===== src/rtl/demux_rr_sched.sv =====
// Round-robin scheduler driving the en/sel of a 4-way demux, with hold timeout and a GAP cycle.
// Optional build macro DEMUX_SCHED_PRIO_EN: channel 0 wins every IDLE arbitration it requests.
module demux_rr_sched #(
  parameter int HOLD_MAX = 8,
  parameter int CNT_W    = 4
) (
  input  logic       clk,
  input  logic       rst_n,
  input  logic [3:0] req_i,
  input  logic [3:0] done_i,
  output logic       en_o,
  output logic [1:0] sel_o,
  output logic [3:0] gnt_o,
  output logic       busy_o,
  output logic       timeout_o,
  output logic [1:0] state_o
);

  // Handshake: req_i[k] is a level request held while channel k wants the demux;
  // gnt_o[k] is the acknowledge and stays high until done_i[k] pulses, req_i[k]
  // drops, or the hold limit is reached. done_i for non-granted channels is ignored.

  typedef enum logic [1:0] {
    ST_IDLE  = 2'd0,
    ST_GRANT = 2'd1,
    ST_GAP   = 2'd2
  } state_t;

  localparam logic [CNT_W-1:0] HOLD_LAST = CNT_W'(HOLD_MAX - 1);

  state_t           state_q, state_d;
  logic [1:0]       ptr_q, ptr_d;
  logic [1:0]       sel_q, sel_d;
  logic             en_q, en_d;
  logic [CNT_W-1:0] cnt_q, cnt_d;
  logic             timeout_q, timeout_d;

  logic [1:0] win;
  logic       found;
  logic [1:0] idx;
  logic       rel_norm;
  logic       rel_to;

  // First requesting channel at or after ptr_q, wrapping mod 4.
  always_comb begin
    win   = ptr_q;
    found = 1'b0;
    idx   = 2'd0;
    for (int i = 0; i < 4; i++) begin
      idx = ptr_q + 2'(i);
      if (!found && req_i[idx]) begin
        win   = idx;
        found = 1'b1;
      end
    end
`ifdef DEMUX_SCHED_PRIO_EN
    if (req_i[0]) win = 2'd0;
`endif
  end

  // Done/request-drop outranks the timeout when both hit in the same cycle.
  assign rel_norm = done_i[sel_q] || !req_i[sel_q];
  assign rel_to   = !rel_norm && (cnt_q == HOLD_LAST);

  always_comb begin
    state_d   = state_q;
    ptr_d     = ptr_q;
    sel_d     = sel_q;
    en_d      = en_q;
    cnt_d     = cnt_q;
    timeout_d = 1'b0;
    case (state_q)
      ST_IDLE: begin
        if (req_i != 4'd0) begin
          sel_d   = win;
          en_d    = 1'b1;
          cnt_d   = '0;
          state_d = ST_GRANT;
        end
      end
      ST_GRANT: begin
        if (rel_norm || rel_to) begin
          en_d      = 1'b0;
          ptr_d     = sel_q + 2'd1;
          timeout_d = rel_to;
          state_d   = ST_GAP;
        end else begin
          cnt_d = cnt_q + 1'b1;
        end
      end
      ST_GAP: begin
        state_d = ST_IDLE;
      end
      default: begin
        en_d    = 1'b0;
        state_d = ST_IDLE;
      end
    endcase
  end

  always_ff @(posedge clk) begin
    if (!rst_n) begin
      state_q   <= ST_IDLE;
      ptr_q     <= 2'd0;
      sel_q     <= 2'd0;
      en_q      <= 1'b0;
      cnt_q     <= '0;
      timeout_q <= 1'b0;
    end else begin
      state_q   <= state_d;
      ptr_q     <= ptr_d;
      sel_q     <= sel_d;
      en_q      <= en_d;
      cnt_q     <= cnt_d;
      timeout_q <= timeout_d;
    end
  end

  assign en_o      = en_q;
  assign sel_o     = sel_q;
  assign gnt_o     = en_q ? (4'b0001 << sel_q) : 4'b0000;
  assign busy_o    = (state_q != ST_IDLE);
  assign timeout_o = timeout_q;
  assign state_o   = state_q;

endmodule


===== config.mk =====
export PLATFORM = sky130hd
export DESIGN_NAME = demux_rr_sched
export DESIGN_NICKNAME = d
export VERILOG_FILES = /design/src/rtl/demux_rr_sched.sv
export SDC_FILE = /design/constraint.sdc
export NUM_CORES = 1
export LEC_CHECK = 0
export CAP_MARGIN = 20
export CORE_UTILIZATION = 46
export DETAILED_ROUTE_END_ITERATION = 10
export GPL_TIMING_DRIVEN = 0
export HOLD_SLACK_MARGIN = 0.15
export PLACE_DENSITY_LB_ADDON = 0.15
export SLEW_MARGIN = 20
export SYNTH_ARGS = -nofsm -noshare
export SYNTH_HDL_FRONTEND = slang
export SYNTH_SLANG_ARGS = --single-unit

===== constraint.sdc =====
create_clock -name clk -period 2.2 [get_ports clk]
set_clock_uncertainty 0.05 [all_clocks]
set_input_delay 0.55 -clock clk [delete_from_list [all_inputs] [get_ports clk]]
set_output_delay 0.55 -clock clk [all_outputs]
set_load 0.02 [all_outputs]

-- After elaboration in Yosys (flattened, before gate mapping)
Index checks and enable logic that the tools add are counted.
- muxes and demuxes: 28
- shift operators: 1
- bitwise logic cells: 1
- order comparisons: 5
- equality and inequality tests: 6
- add/sub/neg operators: 5
- reductions and logical operators: 21
- operators with widths (operator ; number):
    2-bit by 3-bit < comparator with 1-bit output (second input constant) ; 5
    1-bit binary-select mux with 2-bit select ; 6
    4-bit two-way mux ; 3
    1-bit two-way mux ; 11
    2-bit two-way mux ; 5
    3-bit AND reduction ; 3
    4-bit case mux with 2 select lines ; 1
    2-bit != test (second input constant) ; 3
    2-bit AND reduction ; 3
    1-bit logical NOT ; 5
    2-bit by 1-bit adder with 2-bit output (second input constant) ; 2
    2-bit adder (second input constant) ; 2
    4-bit by 1-bit adder with 4-bit output (second input constant) ; 1
    4-bit by 3-bit == test with 1-bit output (second input constant) ; 1
    1-bit logical AND ; 4
    2-bit case mux with 2 select lines ; 1
    2-bit nonzero test ; 2
    4-bit nonzero test ; 1
    1-bit by 2-bit << shifter with 4-bit output (first input constant) ; 1
    1-bit case mux with 3 select lines ; 1
    2-bit by 1-bit == test with 1-bit output (second input constant) ; 1
    2-bit == test (second input constant) ; 1
    2-bit logical NOT ; 1
    1-bit logical OR ; 2
    1-bit NOT ; 1
- register bits after elaboration: 12
- output and inout bits: 11
- bits of input ports: 10

-- Depth between registers and ports, before layout
Gate-level depths: netlist of the first run.
- word-level depth: 12
- mapped depth: 5
- mapped depth without buffers: 5

-- Worst setup path after synthesis of the first run
OpenSTA, ideal clock, no wires.
- path kind: in2reg
- from: input port done_i[0]
- to: register en_q, in the netlist en_o
- setup slack: 332 ps
- setup time: 70 ps
- stages on the path: 5
- data arrival time: 1748 ps
- data required time: 2080 ps
- path through: nand2b_1 mux4_2 buf_6 or3_1 a21oi_1
- cells in the longest elaborated chain, start to end: 8
- ends and longest elaborated chain (element ; RTL line ; source):
    start: declaration ; 10 ; input logic [3:0] done_i,
    1-bit binary-select mux with 2-bit select (*) ; 62 ; assign rel_norm = done_i[sel_q] || !req_i[sel_q];
    1-bit two-way mux (implied by the code) (*) ; 62 ;
    1-bit logical OR (*) ; 62 ;
    1-bit logical NOT ; 63 ; assign rel_to = !rel_norm && (cnt_q == HOLD_LAST);
    1-bit logical AND ; 63 ;
    1-bit logical OR (*) ; 82 ; if (rel_norm || rel_to) begin
    2-bit != test (no line) (*) ; n/a ;
    3-bit AND reduction (no line) (*) ; n/a ;
    end signal: assignment ; 113 ; en_q <= en_d;
    end: declaration ; 34 ; logic en_q, en_d;
Every way passes the cells marked *; elsewhere a longest branch is shown, timed or not. The select of a mux whose other input is x is not followed.
A chain may end at the register's enable or synchronous reset.

-- Worst setup path after layout of the first run
- from: register state_q[0], in the netlist state_o[0]
- to: output port busy_o
- cells in the longest elaborated chain, start to end: 1
- ends and longest elaborated chain (element ; RTL line ; source):
    start: declaration ; 31 ; state_t state_q, state_d;
    start signal: assignment ; 110 ; state_q <= state_d;
    2-bit nonzero test ; 122 ; assign busy_o = (state_q != ST_IDLE);
    end: declaration ; 14 ; output logic busy_o,
Every way passes these cells.

==> results of run 1 <==
==> cell type report <==
cell class / count / area, µm²
Fill cell: 137 / 499
Multi-Input combinational cell: 73 / 484
Sequential cell: 12 / 241
Timing Repair Buffer: 20 / 205
Clock buffer: 4 / 36.3
Tap cell: 16 / 20.0
Buffer: 3 / 18.8
Inverter: 5 / 18.8
==> per-stage QoR <==
stage	setup TNS (ns)	hold slack, ns	std cells
final	0	0.454	133
after global routing	0	0.459	133
after CTS	0	0.453	133
after detailed placement	-1.77	0.428	129
after global placement	-1.65	0.428	129
after floorplan	0	0.409	93
==> cells in the mapped netlist (2+ instances only) <==
master and instances:
a21oi_1 6, and2_1 6, clkbuf_1 2, dfxtp_1 12, ha_1 5, inv_1 5
mux2i_1 3, nand2_1 9, nand2b_1 7, nand3_1 3, nor2_1 6, nor2b_1 2
nor3_1 3, o21ai_0 6, o311ai_0 2, or3_1 3
==> registers in the layout, summed over array words and instances, names as in the netlist <==
name / count
ptr_q: 2
cnt_q: 4
timeout_o: 1
sel_o: 2
state_o: 2
en_o: 1
==> kinds of logic after synthesis <==
family	count (synthesis)	share of synthesized area (%)
AOI/OAI and AO/OA	19	15.6
muxes	4	6.95
buffers and inverters	8	4.97
DFF	12	31.8
adders and majority gates	5	8.28
and+or+nand+nor	45	32.5
==> per-layer routing <==
metal | vias to the layer above | GRT usage (%)
met5 | - | 0
met4 | 0 | 5.63
met1 | 334 | 27.5
met2 | 28 | 34.8
met3 | 4 | 5.17
li1 | 379 | -
==> power breakdown <==
| group | internal, µW | switching, µW |
|---|---|---|
| clock | 101 | 74.5 |
| sequential | 237 | 22.8 |
| combinational | 97.0 | 108 |
| total | 435 | 205 |
==> worst max path at each step <==
stage / from / to / slack, ns / depth (start not counted)
CTS: req_i[2] / en_o$_SDFFE_PN0P_ / 0.04 / 6
global placement: req_i[3] / cnt_q[0]$_SDFFE_PN0P_ / -0.28 / 6
finish: state_o[0]$_SDFFE_PN0P_ / busy_o / 0.11 / 3
detailed placement: req_i[3] / cnt_q[0]$_SDFFE_PN0P_ / -0.32 / 6
floorplan: done_i[0] / en_o$_SDFFE_PN0P_ / 0.33 / 5
global route: state_o[1]$_SDFFE_PN0P_ / busy_o / 0.02 / 3
==> tightest hold or removal path, delay by kind of cell, from the launching register on <==
kind	cells	cell delay (ns)
mux	1	0.06
flops	1	0.33
simple gates	1	0.07
==> summary.txt, run 1 <==
most common cell after layout, fill and taps aside - clkdlybuf4s50_1
CTS Buf Count - 3
global-route wire length before repair - 2960 µm
post-synthesis average cell area - 8.13 µm²
RSZ-0062 raised after global routing - false
WS Path Type - flop to output pin
htree depth - 1
Critical Path RT - 1.60 ns
largest net degree at the start of global routing - 11
Post-synth ARST share - 0%
diodes inserted - 0
measured slew at the worst slew-check pin - 0.400 ns
critical hold path startpoint - cnt_q[1]$_SDFFE_PN0P_
CTS Buffer Depth - 2
pre-CTS setup slack - -0.317 ns
critical-path cell list - nor2_1 -> inv_1 -> clkdlybuf4s50_1
Crit path buffers/inverters - 2
Pleak - 0.000450 µW
core footprint - 1520 µm²
drt initial violations - 29
IO Port Bufs - 20
post-cts sizing count - 6
synth top area cells - dfxtp_1 (32%), ha_1 (8.3%), nand2b_1 (5.8%), and2_1 (5.0%), nand2_1 (4.5%)
Worst-Skew Late Latency - 0.27 ns
DRT Pass-1 Iters - 4
crit end category - output pin
initial antenna violation count - 0
Crit Reg-Reg Startpoint - sel_o[1]$_SDFFE_PN0P_
fmax - 0.478 GHz
die area - 1810 µm²
routability cong. - 0.790
Max-cap violations - 0
Worst path slowest cell - clkdlybuf4s50_1
Netlist Area Pre-Place - 756 µm²
# hold bufs at CTS - 0
clock root buffer - clkbuf_4
ys flop type - dfxtp_1
Hold Path End - cnt_q[1]$_SDFFE_PN0P_
dpl hpwl - 1300 µm
crit path max fanout - 5
# nets final - 133
Vias/cell - 5.60
reg2reg path depth - 5
clk slew on worst S/H paths - 0.08 ns
top sig layer - met4
EDFF count, synth - 0
total power - 639 µW
routed vias - 745
syn nets - 108
met3 WL - 90 µm
area delta synth->final - 35.6%
Power Density - 624 nW/µm²
most frequent cells in the layout - clkdlybuf4s50_1 (12), dfxtp_1 (11), nand2_1 (9)
initial core utilization - 49.6%
Util after Layout - 67.2%
Worst EP arrival - 1.49 ns
Finished Cell Area - 1020 µm²
placed cell area - 976 µm²
met2 routed WL - 715 µm
fin crit share - 95.1%
Syn Inst Count - 93
Die Y - 42.5 µm
DR DRC count - 0
r2r setup slk - 0.42 ns
Final setup viols - 0
layout cell share with drive strength beyond 1 - 6.84%
Hold Path Class - flop to flop
CP startpoint kind - flop
Syn. warnings - 0
vias in the first global route - 675
met1 wire length - 808 µm
Post-CTS Setup Bufs - 0
CTS Sinks - 12
cell taking the most area after synthesis - dfxtp_1
Netlist cell types - 29
status - completed
Largest stage delay, worst path - 0.54 ns
wire length per cell - 12.2 µm
#FFs+latches synth - 12
Total GRT Usage - 21.1%
Hold Path Depth - 2
sequential share of the synthesized area - 31.8%
CTS tree - yes
final WL - 1630 µm
die width - 42.5 µm
R2R Path End - en_o$_SDFFE_PN0P_
I/O pin cnt - 21
final setup margin - 0.107 ns
Fin. Hold Viols - 0
grt ovf - 0
antenna-violating nets left - 0
post-synth top area share - 31.8%
max_slew headroom - 73.3%
critical path's top delay family - buffers and inverters
Max VDD drop - 0.453 mV
fin crit period - 2.09 ns
Final Slew Violations - 0
Site Rows - 14
No activity file was read; power rests on OpenSTA's default activity.
==> inputs of run 2 (changes only) <==
--- a/config.mk
+++ b/config.mk
@@ -7,6 +7,7 @@
 export LEC_CHECK = 0
 export CAP_MARGIN = 20
 export CORE_UTILIZATION = 46
+export CTS_CLUSTER_DIAMETER = 200
 export DETAILED_ROUTE_END_ITERATION = 10
 export GPL_TIMING_DRIVEN = 0
 export HOLD_SLACK_MARGIN = 0.15
==> results of run 2 <==
The final DEF is identical to that of run 1; final timing and power are the same.
==> inputs of run 3 (changes only) <==
--- a/config.mk
+++ b/config.mk
@@ -12,6 +12,7 @@
 export GPL_TIMING_DRIVEN = 0
 export HOLD_SLACK_MARGIN = 0.15
 export PLACE_DENSITY_LB_ADDON = 0.15
+export RECOVER_POWER = 50
 export SLEW_MARGIN = 20
 export SYNTH_ARGS = -nofsm -noshare
 export SYNTH_HDL_FRONTEND = slang
==> summary.txt, run 3 (synthesis results as in run 1) <==
met3 WL - 92 µm
Final Slew Violations - 0
Fin. Hold Viols - 0
Finished Cell Area - 1020 µm²
# nets final - 133
Site Rows - 14
Worst EP arrival - 1.49 ns
Power Density - 624 nW/µm²
# hold bufs at CTS - 0
dpl hpwl - 1300 µm
htree depth - 1
Critical Path RT - 1.60 ns
critical-path cell list - nor2_1 -> inv_1 -> clkdlybuf4s50_1
IO Port Bufs - 20
initial core utilization - 49.6%
area delta synth->final - 34.4%
antenna-violating nets left - 0
vias in the first global route - 675
met2 routed WL - 716 µm
global-route wire length before repair - 2960 µm
most frequent cells in the layout - dfxtp_1 (11), nand2_1 (9), nand2b_1 (7), dlygate4sd3_1 (7)
Worst-Skew Late Latency - 0.27 ns
Util after Layout - 66.7%
Max VDD drop - 0.449 mV
wire length per cell - 12.2 µm
DR DRC count - 0
die width - 42.5 µm
Largest Register - cnt_q
WS Path Type - flop to output pin
CP startpoint kind - flop
Worst path slowest cell - clkdlybuf4s50_1
placed cell area - 976 µm²
Final setup viols - 0
area taken by flip-flops and latches - 241 µm²
top sig layer - met4
DRT Pass-1 Iters - 4
clk slew on worst S/H paths - 0.08 ns
Post-CTS Setup Bufs - 0
pre-CTS setup slack - -0.317 ns
Max-cap violations - 0
Die Y - 42.5 µm
max_slew headroom - 73.3%
final WL - 1630 µm
measured slew at the worst slew-check pin - 0.400 ns
fin crit share - 95.0%
fin crit period - 2.09 ns
CTS Buf Count - 3
largest net degree at the start of global routing - 11
Hold Path Class - flop to flop
Largest stage delay, worst path - 0.54 ns
grt ovf - 0
initial antenna violation count - 0
crit end category - output pin
fill cell count - 138
CTS tree - yes
I/O pin cnt - 21
CTS Buffer Depth - 2
status - completed
RSZ-0062 raised after global routing - false
final setup margin - 0.111 ns
die area - 1810 µm²
max FFs per register - 4
core footprint - 1520 µm²
Pleak - 0.000444 µW
routability cong. - 0.790
Vias/cell - 5.61
fmax - 0.479 GHz
crit path max fanout - 5
clock root buffer - clkbuf_4
CTS Sinks - 12
drt initial violations - 29
routed vias - 746
layout cell share with drive strength beyond 1 - 6.84%
most common cell after layout, fill and taps aside - dfxtp_1
Total GRT Usage - 21.1%
Multi-input gate area - 484 µm²
diodes inserted - 0
met1 wire length - 805 µm
==> run 3: through the flow <==
stage	std cells	power [µW]	setup TNS, ns	hold slack (ns)
5_1_grt	133	674	0	0.456
3_5_place_dp	129	472	-1.77	0.428
6_report	133	634	0	0.453
4_1_cts	133	647	0	0.453
3_3_place_gp	129	467	-1.65	0.428
2_1_floorplan	93	384	0	0.409
==> run 3: report_power, final <==
part	leakage [µW]	total (µW)	internal, µW	switching (µW)
Sequential	0.0000985	259	237	22.3
Clock	0.0000210	175	101	74.3
Combinational	0.000325	200	92.1	108
Total	0.000444	634	430	204
==> run 3: final timing paths <==
check,slack [ns],start,cells past startpoint,endpoint
setup / recovery,0.11,state_o[0]$_SDFFE_PN0P_,3,busy_o
hold / removal,0.45,cnt_q[1]$_SDFFE_PN0P_,2,cnt_q[1]$_SDFFE_PN0P_
setup reg to reg,0.42,sel_o[1]$_SDFFE_PN0P_,5,en_o$_SDFFE_PN0P_
hold reg to reg,0.45,cnt_q[1]$_SDFFE_PN0P_,2,cnt_q[1]$_SDFFE_PN0P_
==> run 3: layout make-up <==
| type | instances | area share [%] |
|---|---|---|
| multi-input cells | 73 | 47.7 |
| flip-flops and latches | 12 | 23.8 |
| clock buffers | 4 | 3.57 |
| plain buffers | 3 | 1.85 |
| inverters | 5 | 1.85 |
| well taps | 16 | 1.97 |
| repair buffers | 20 | 19.3 |
==> run 3: per-layer routing <==
| metal | GRT usage (%) | vias up |
|---|---|---|
| li1 | - | 379 |
| met1 | 27.5 | 335 |
| met2 | 34.8 | 28 |
| met3 | 5.17 | 4 |
| met4 | 5.63 | 0 |
| met5 | 0 | - |
==> run 3: worst max-delay path, delay by kind of cell, from the launching register on <==
family | cells | cell delay (ns)
and+or+nand+nor | 1 | 0.26
buffers and inverters | 2 | 0.62
DFF | 1 | 0.35
==> run 3: timing repair <==
action	in CTS	in global routing
resized for setup	6	4
hold endpoints to repair	0	0
cloned	0	0
pin swaps	0	0
setup endpoints to repair	5	3
